<file path="config.mk">
export PLATFORM = sky130hd
export DESIGN_NAME = display_timings
export DESIGN_NICKNAME = d
export VERILOG_FILES = /design/src/rtl/display_pkg.sv /design/src/rtl/display_timings.sv
export SDC_FILE = /design/constraint.sdc
export NUM_CORES = 1
export LEC_CHECK = 0
export ABC_CLOCK_PERIOD_IN_PS = 3180
export CAP_MARGIN = 40
export CORE_MARGIN = 4
export CORE_UTILIZATION = 25
export CTS_BUF_LIST = sky130_fd_sc_hd__clkbuf_4 sky130_fd_sc_hd__clkbuf_8
export CTS_CLUSTER_DIAMETER = 60
export DETAILED_ROUTE_END_ITERATION = 8
export MAX_ROUTING_LAYER = met4
export SLEW_MARGIN = 20
export SYNTH_ARGS = -nofsm -noshare
export SYNTH_HDL_FRONTEND = slang
export SYNTH_SLANG_ARGS = --single-unit
</file>
<file path="constraint.sdc">
create_clock -name i_clk -period 3.18 [get_ports i_clk]
set_input_delay 0.477 -clock i_clk [delete_from_list [all_inputs] [get_ports i_clk]]
set_output_delay 0.477 -clock i_clk [all_outputs]
set_load 0.005 [all_outputs]
</file>
<file path="src/rtl/display_pkg.sv">
// Shared raster timing definitions: coordinate width, per-mode timing sets
// and helpers that turn porch/sync/active widths into signed coordinates.
package display_pkg;

    localparam int CORDW = 16;

    typedef struct packed {
        int h_res;
        int h_fp;
        int h_sync;
        int h_bp;
        int v_res;
        int v_fp;
        int v_sync;
        int v_bp;
        bit h_pol;
        bit v_pol;
    } mode_t;

    // 640x480 at 60 Hz, 25.175 MHz pixel clock, negative syncs.
    localparam mode_t MODE_640X480P60 = '{
        h_res: 640, h_fp: 16, h_sync: 96, h_bp: 48,
        v_res: 480, v_fp: 10, v_sync: 2,  v_bp: 33,
        h_pol: 1'b0, v_pol: 1'b0
    };

    // 1280x720 at 60 Hz, 74.25 MHz pixel clock, positive syncs.
    localparam mode_t MODE_1280X720P60 = '{
        h_res: 1280, h_fp: 110, h_sync: 40, h_bp: 220,
        v_res: 720,  v_fp: 5,   v_sync: 5,  v_bp: 20,
        h_pol: 1'b1, v_pol: 1'b1
    };

    // Blanking is placed at negative coordinates, so each axis starts at
    // minus the total blanking width and ends at the last active pixel.
    function automatic int axis_start(input int fp, input int sync, input int bp);
        return -(fp + sync + bp);
    endfunction

    function automatic int axis_end(input int res);
        return res - 1;
    endfunction

    function automatic int axis_total(input int res, input int fp, input int sync, input int bp);
        return res + fp + sync + bp;
    endfunction

    // First coordinate of the sync pulse (front porch comes first).
    function automatic int sync_first(input int fp, input int sync, input int bp);
        return axis_start(fp, sync, bp) + fp;
    endfunction

    // First coordinate after the sync pulse (exclusive bound).
    function automatic int sync_after(input int fp, input int sync, input int bp);
        return sync_first(fp, sync, bp) + sync;
    endfunction

endpackage

</file>
<file path="src/rtl/display_timings.sv">
// Raster timing generator. Free-running signed pixel/line counters with
// registered sync, data-enable and strobe outputs that always describe the
// coordinates present on the same cycle.
module display_timings
    import display_pkg::*;
#(
    parameter int CORDW  = display_pkg::CORDW,
    parameter int H_RES  = MODE_640X480P60.h_res,
    parameter int H_FP   = MODE_640X480P60.h_fp,
    parameter int H_SYNC = MODE_640X480P60.h_sync,
    parameter int H_BP   = MODE_640X480P60.h_bp,
    parameter int V_RES  = MODE_640X480P60.v_res,
    parameter int V_FP   = MODE_640X480P60.v_fp,
    parameter int V_SYNC = MODE_640X480P60.v_sync,
    parameter int V_BP   = MODE_640X480P60.v_bp,
    parameter bit H_POL  = MODE_640X480P60.h_pol,
    parameter bit V_POL  = MODE_640X480P60.v_pol
) (
    input  logic                    i_clk,
    input  logic                    i_rst,
    output logic                    o_hs,
    output logic                    o_vs,
    output logic                    o_de,
    output logic                    o_frame,
    output logic                    o_line,
    output logic signed [CORDW-1:0] o_sx,
    output logic signed [CORDW-1:0] o_sy
);

    localparam logic signed [CORDW-1:0] H_STA  = CORDW'(axis_start(H_FP, H_SYNC, H_BP));
    localparam logic signed [CORDW-1:0] H_END  = CORDW'(axis_end(H_RES));
    localparam logic signed [CORDW-1:0] HS_STA = CORDW'(sync_first(H_FP, H_SYNC, H_BP));
    localparam logic signed [CORDW-1:0] HS_END = CORDW'(sync_after(H_FP, H_SYNC, H_BP));

    localparam logic signed [CORDW-1:0] V_STA  = CORDW'(axis_start(V_FP, V_SYNC, V_BP));
    localparam logic signed [CORDW-1:0] V_END  = CORDW'(axis_end(V_RES));
    localparam logic signed [CORDW-1:0] VS_STA = CORDW'(sync_first(V_FP, V_SYNC, V_BP));
    localparam logic signed [CORDW-1:0] VS_END = CORDW'(sync_after(V_FP, V_SYNC, V_BP));

    localparam logic signed [CORDW-1:0] ONE = CORDW'(1);

    logic signed [CORDW-1:0] sx_n;
    logic signed [CORDW-1:0] sy_n;
    logic                    hs_n;
    logic                    vs_n;
    logic                    de_n;
    logic                    line_n;
    logic                    frame_n;

    // Next coordinates: sx wraps at the end of the active line, sy only
    // advances on that wrap and itself wraps at the last active line.
    always_comb begin
        sx_n = o_sx + ONE;
        sy_n = o_sy;
        if (o_sx == H_END) begin
            sx_n = H_STA;
            if (o_sy == V_END) begin
                sy_n = V_STA;
            end else begin
                sy_n = o_sy + ONE;
            end
        end
    end

    // Decode the flags from the next coordinates so that, once registered,
    // they line up with the registered coordinates with no extra latency.
    always_comb begin
        hs_n    = (sx_n >= HS_STA) && (sx_n < HS_END);
        vs_n    = (sy_n >= VS_STA) && (sy_n < VS_END);
        de_n    = !sx_n[CORDW-1] && !sy_n[CORDW-1];
        line_n  = (sx_n == H_STA);
        frame_n = (sx_n == H_STA) && (sy_n == V_STA);
    end

    // Coordinate and output registers; reset parks the raster at the first
    // blanking pixel with every strobe and sync inactive.
    always_ff @(posedge i_clk or posedge i_rst) begin
        if (i_rst) begin
            o_sx    <= H_STA;
            o_sy    <= V_STA;
            o_hs    <= ~H_POL;
            o_vs    <= ~V_POL;
            o_de    <= 1'b0;
            o_line  <= 1'b0;
            o_frame <= 1'b0;
        end else begin
            o_sx    <= sx_n;
            o_sy    <= sy_n;
            o_hs    <= hs_n ? H_POL : ~H_POL;
            o_vs    <= vs_n ? V_POL : ~V_POL;
            o_de    <= de_n;
            o_line  <= line_n;
            o_frame <= frame_n;
        end
    end

endmodule
</file>
==> metrics.yaml, run 1 <==
clock_network:
  hold_buffers: 0
  clk_path_buf_depth: 2
  clkLatencyLatePin_ps: 300
  cts.sinks: 37
  cts_tree: "done"
  path_clk_slew_ps: 80
  numCtsBuffers: 5
  postCtsSetupRepairBufs: 0
  clockRootBuffer: "clkbuf_8"
  cts-resized-gates: 0
  htreeDepth: 2
sta:
  skew_ps: 4.84
  hold_slack_ps: 572
  max_slew.worst_pin.slew_ps: 475
  fmax_ghz: 0.341
  rsz0062_at_grt: "no"
  hold_viol: 0
  setup_tns_ps: 0
  drv_slew: 0
  final-setup-viol-count: 0
  fin_crit_ps: 2930
  final.period_utilization: 0.921
  maxSlewHeadroom: 0.683
floorplan:
  num_io_pins: 39
  die_y_um: 102
  initial_core_util: 0.256
  die_x_um: 102
  dieArea_mm2: 0.0105
  coreArea_mm2: 0.00868
  num_rows: 34
min_path:
  whs_path_depth: 1
  hold_path_class: "reg -> reg"
critical_path:
  r2r_cells: 8
  critical_path_class: "reg -> reg"
  cp-end-kind: "flip-flop"
  required_ps: 3390
  critPathMaxFanout: 8
  cp.arrival_ps: 3140
  critPathLaunchType: "flip-flop"
synth:
  seq_area_frac_synth: 0.431
  yosys_warnings: 0
  synthAdderAreaFrac: 0.0113
  synth_nets: 242
  netlist_area_mm2: 0.00222
  syn_avg_cell_area_um2: 9.33
  ys_seq_elements: 37
  synth-xor-area-share: 0.0552
  yosys.cell_types.count: 57
  synth_top_area_share: 0.296
  synth.mux.area_fraction: 0.0101
  synth_compound_area_frac: 0.115
  yosys-top-cells-count: "dfstp_2 (25), nand2_1 (25), nor2_1 (18)"
  ys.flop_type: "dfstp_2"
  synth_cells: 238
  synth_top_family_by_area: "simple AND/OR/NAND/NOR gates"
  yosys.area_share.simple: 0.331
  yosys-top-cells-area: "dfstp_2 (30%), dfrtp_1 (14%), nand2_1 (4.2%)"
  async_flop_share: 1.00
  synth_edf_count: 0
  yosysTopAreaCell: "dfstp_2"
placement:
  gp_congestion: 0.890
  place_inst: 377
  io_buffers: 38
  hpwl_um: 4470
pwr:
  total_power_uw: 852
  vdd_drop_max_mv: 0.163
  p_leak_uw: 0.00113
  p_per_area_mw_per_mm2: 303
routing:
  drc_errors: 0
  drtPass1Iterations: 4
  wl_per_cell_um: 15.7
  vias: 2048
  vias_per_cell: 5.32
  drt_wl_total_um: 6030
  ant_nets: 0
  drt_iter0_drc: 123
job:
  drv_cap: 0
grt:
  grt_pass1_vias: 2028
  grt_overflow: 0
  grt_max_degree: 38
  grt_util_all_layers: 0.126
  antenna_found_initial: 0
  grt_pass1_wl_um: 10100
cells_and_area:
  finalNetCount: 280
  area.growth.synth_to_final_pct: 26.8
  drive_above_1_share: 0.184
  diodes: 0
  stdcell_count: 385
  fill_cells: 916
status:
  status: "completed"
[per-layer routing]
metal | part of all wire | track usage | up-vias
met5 | 0 | - | -
met4 | 0.019 | 0.0494 | 0
met3 | 0.069 | 0.0287 | 14
met2 | 0.46 | 0.191 | 88
met1 | 0.45 | 0.164 | 1000
li1 | - | - | 946
[where the power goes]
group          switching [uW]  internal [uW]  leakage (uW)
Sequential                  0            472      0.000412
Clock                     173            196     0.0000542
Combinational            9.13           1.96      0.000669
Total                     182            670       0.00113
[through the flow]
step / setup slack (ps) / instance area (um2) / utilization
2_1_floorplan: 671 / 2220 / -
3_3_place_gp: 383 / 2720 / 0.313
3_5_place_dp: 282 / 2720 / 0.313
4_1_cts: 259 / 2820 / 0.325
5_1_grt: 27.4 / 2820 / 0.325
6_report: 251 / 2820 / 0.325
[state kept, by name, indices dropped and copies added (netlist names)]
signal / flops
o_sx: 16
o_frame: 1
o_de: 1
o_sy: 16
o_vs: 1
o_hs: 1
o_line: 1
[cells in the final DEF, fill, tap and decap left out, drive strengths merged, types with 2 or more instances in the layout]
cell type	count
a21oi	9
a31oi	2
and3	9
and4	5
and4bb	2
buf	7
clkbuf	7
clkdlybuf4s50	38
dfrtp	12
dfstp	25
ha	2
inv	8
mux2	2
nand2	26
nand3	16
nand3b	2
nand4	15
nor2	18
nor2b	2
nor3	7
nor3b	2
nor4	5
o211ai	2
o21a	2
o21ai	11
o22a	3
or4	4
xnor2	7
xor2	7
[area by class of cell]
type,instances,area (um2),share of cell area
tap,108,135,0.0480
sequential,37,957,0.340
multi-input combinational,179,1160,0.412
clock inverter,1,5.00,0.00178
inverter,8,30.0,0.0107
timing repair buffer,45,433,0.154
clock buffer,7,96.3,0.0342
[cells by family (layout without fill, tap and decap cells)]
kind of cell               after synthesis  in the layout
buffers and inverters                   22             61
adders and majority gates                2              2
AOI/OAI and AO/OA                       39             39
muxes                                    2              2
DFF                                     37             37
xor gates and xnor gates                14             14
and+or+nand+nor                        122            122
[critical path, cell delays in order, from the launching register on]
cell	delay (ps)
dfrtp_1	470
ha_1	330
and3_1	310
and3_1	240
and3_1	390
a21oi_1	210
nor4b_4	230
nand4_1	160
or4_1	500
[final timing paths]
| check | from | to | slack [ps] |
|---|---|---|---|
| worst max-delay path | o_sx[0] | o_vs | 250 |
| worst max register to register | o_sx[0] | o_vs | 250 |
| worst min-delay path | o_sy[6] | o_sy[6] | 570 |
| worst min register to register | o_sy[6] | o_sy[6] | 570 |
| min in group asynchronous | i_rst | o_sx[7] | 580 |
| max in group asynchronous | i_rst | o_sy[4] | 2230 |
No activity file was read; power rests on OpenSTA's default activity.
==> run 2: changes to the inputs <==
--- a/config.mk
+++ b/config.mk
@@ -8,3 +8,3 @@
 export ABC_CLOCK_PERIOD_IN_PS = 3180
-export CAP_MARGIN = 40
+export CAP_MARGIN = 20
 export CORE_MARGIN = 4
@@ -13,2 +13,3 @@
 export CTS_CLUSTER_DIAMETER = 60
+export CTS_CLUSTER_SIZE = 20
 export DETAILED_ROUTE_END_ITERATION = 8
--- a/constraint.sdc
+++ b/constraint.sdc
@@ -3,2 +3,2 @@
 set_output_delay 0.477 -clock i_clk [all_outputs]
-set_load 0.005 [all_outputs]
+set_load 0.1 [all_outputs]
==> metrics.yaml, run 2 (synthesis gave the netlist of run 1 again) <==
critical_path:
  critical_path_class: "reg -> reg"
  slowest_stage: "or4_1"
  path_cells: "ha_1, and3_1, and4_1, nand4_1, mux2_2, a21boi_1, nand4_1, or4_1"
  critPathMaxFanout: 7
  crit_family: "simple AND/OR/NAND/NOR gates"
  max_stage_delay_ps: 490
  required_ps: 3390
  path_common_cell: "nand4_1"
  critPathLaunchType: "flip-flop"
  cp.arrival_ps: 3060
  cp-end-kind: "flip-flop"
  cp_num_buf_inv: 0
cells_and_area:
  layout_commonest_cell: "buf_4"
  stdcell_count: 387
  finalNetCount: 282
  mostFrequentLayoutCells: "buf_4 (46), nand2_1 (25), dfstp_2 (25)"
  area.growth.synth_to_final_pct: 24.3
  diodes: 0
  drive_above_1_share: 0.330
  reg_top3: "o_sx x16, o_sy x16"
job:
  drv_cap: 0
sta:
  skew_ps: 7.67
  final-setup-viol-count: 0
  fmax_ghz: 0.351
  rsz0062_at_grt: "no"
  setup_tns_ps: 0
  maxSlewHeadroom: 0.625
  setup_slack_ps: 329
  drv_slew: 0
  final.period_utilization: 0.897
  hold_viol: 0
  fin_crit_ps: 2850
  max_slew.worst_pin.slew_ps: 563
grt:
  antenna_found_initial: 0
  grt_max_degree: 16
  grt_util_all_layers: 0.128
  grt_pass1_wl_um: 10100
  grt_overflow: 0
  grt_pass1_vias: 1935
floorplan:
  num_io_pins: 39
  initial_core_util: 0.256
  coreArea_mm2: 0.00868
  dieArea_mm2: 0.0105
  die_y_um: 102
  num_rows: 34
  die_x_um: 102
clock_network:
  cts_tree: "done"
  cts-resized-gates: 0
  path_clk_slew_ps: 70
  postCtsSetupRepairBufs: 0
  cts.sinks: 37
  clk_path_buf_depth: 2
  clockRootBuffer: "clkbuf_8"
  clkLatencyLatePin_ps: 290
  htreeDepth: 2
  numCtsBuffers: 5
  hold_buffers: 0
routing:
  drt_iter0_drc: 89
  wl_per_cell_um: 15.7
  drc_errors: 0
  ant_nets: 0
  vias: 2025
  vias_per_cell: 5.23
  drt_wl_total_um: 6080
  drtPass1Iterations: 4
placement:
  gp_congestion: 0.907
  io_buffers: 38
  place_ws_ps: 381
  hpwl_um: 4610
  place_inst: 379
pwr:
  p_int_uw: 739
  switching_share: 0.192
  p_leak_uw: 0.00121
  combPwrFrac: 0.013
  vdd_drop_max_mv: 0.144
  total_power_uw: 915
  p_clk_frac: 0.471
  p_per_area_mw_per_mm2: 331
  p_sw_uw: 176
  p_seq_frac: 0.516
min_path:
  hold_path_class: "reg -> reg"
status:
  status: "completed"
## run 2: cell count changes in the layout (fill, tap and decap cells not counted), sizes merged
cell	delta
buf	+39
clkdlybuf4s50	-37
bufinv	+1
clkinv	-1
## run 2: metrics by stage
step	hold WS, ps	cell area [um2]	utilization
6_report	520	2760	0.318
5_1_grt	553	2760	0.318
3_3_place_gp	493	2640	0.304
3_5_place_dp	506	2640	0.304
2_1_floorplan	638	2220	-
4_1_cts	524	2760	0.318
## run 2: metal layers
metal / vias up / GRT usage / part of all wire / wire [um]
met5: - / - / 0 / 0
met4: 0 / 0.0474 / 0.012 / 74
met3: 8 / 0.0239 / 0.062 / 376
met2: 80 / 0.191 / 0.46 / 2830
met1: 981 / 0.172 / 0.46 / 2800
li1: 956 / - / - / -
## run 2: area by class of cell
cell class / instances / area (um2)
sequential: 37 / 960
inverter: 8 / 30.0
clock inverter: 1 / 30.0
fill: 928 / 5920
timing repair buffer: 47 / 355
tap: 108 / 135
multi-input combinational: 179 / 1160
clock buffer: 7 / 90.1
## run 2: power groups by stage
| stage | combinational, uW | sequential, uW | clock [uW] |
|---|---|---|---|
| 3_3_place_gp | 12.6 | 480 | 0 |
| 3_5_place_dp | 13.0 | 480 | 0 |
| 5_1_grt | 14.2 | 472 | 471 |
| 6_report | 11.9 | 472 | 431 |
| 4_1_cts | 12.9 | 472 | 455 |
| 2_1_floorplan | 6.65 | 480 | 0 |
## run 2: worst paths after layout
kind | start | endpoint | slack (ps) | depth (start not counted)
min in group asynchronous | i_rst | o_sx[7] | 540 | 2
max | o_sx[0] | o_vs | 330 | 8
max in group asynchronous | i_rst | o_sy[11] | 1990 | 3
min reg2reg | o_sx[0] | o_sx[0] | 520 | 1
max reg2reg | o_sx[0] | o_vs | 330 | 8
min | o_sx[0] | o_sx[0] | 520 | 1
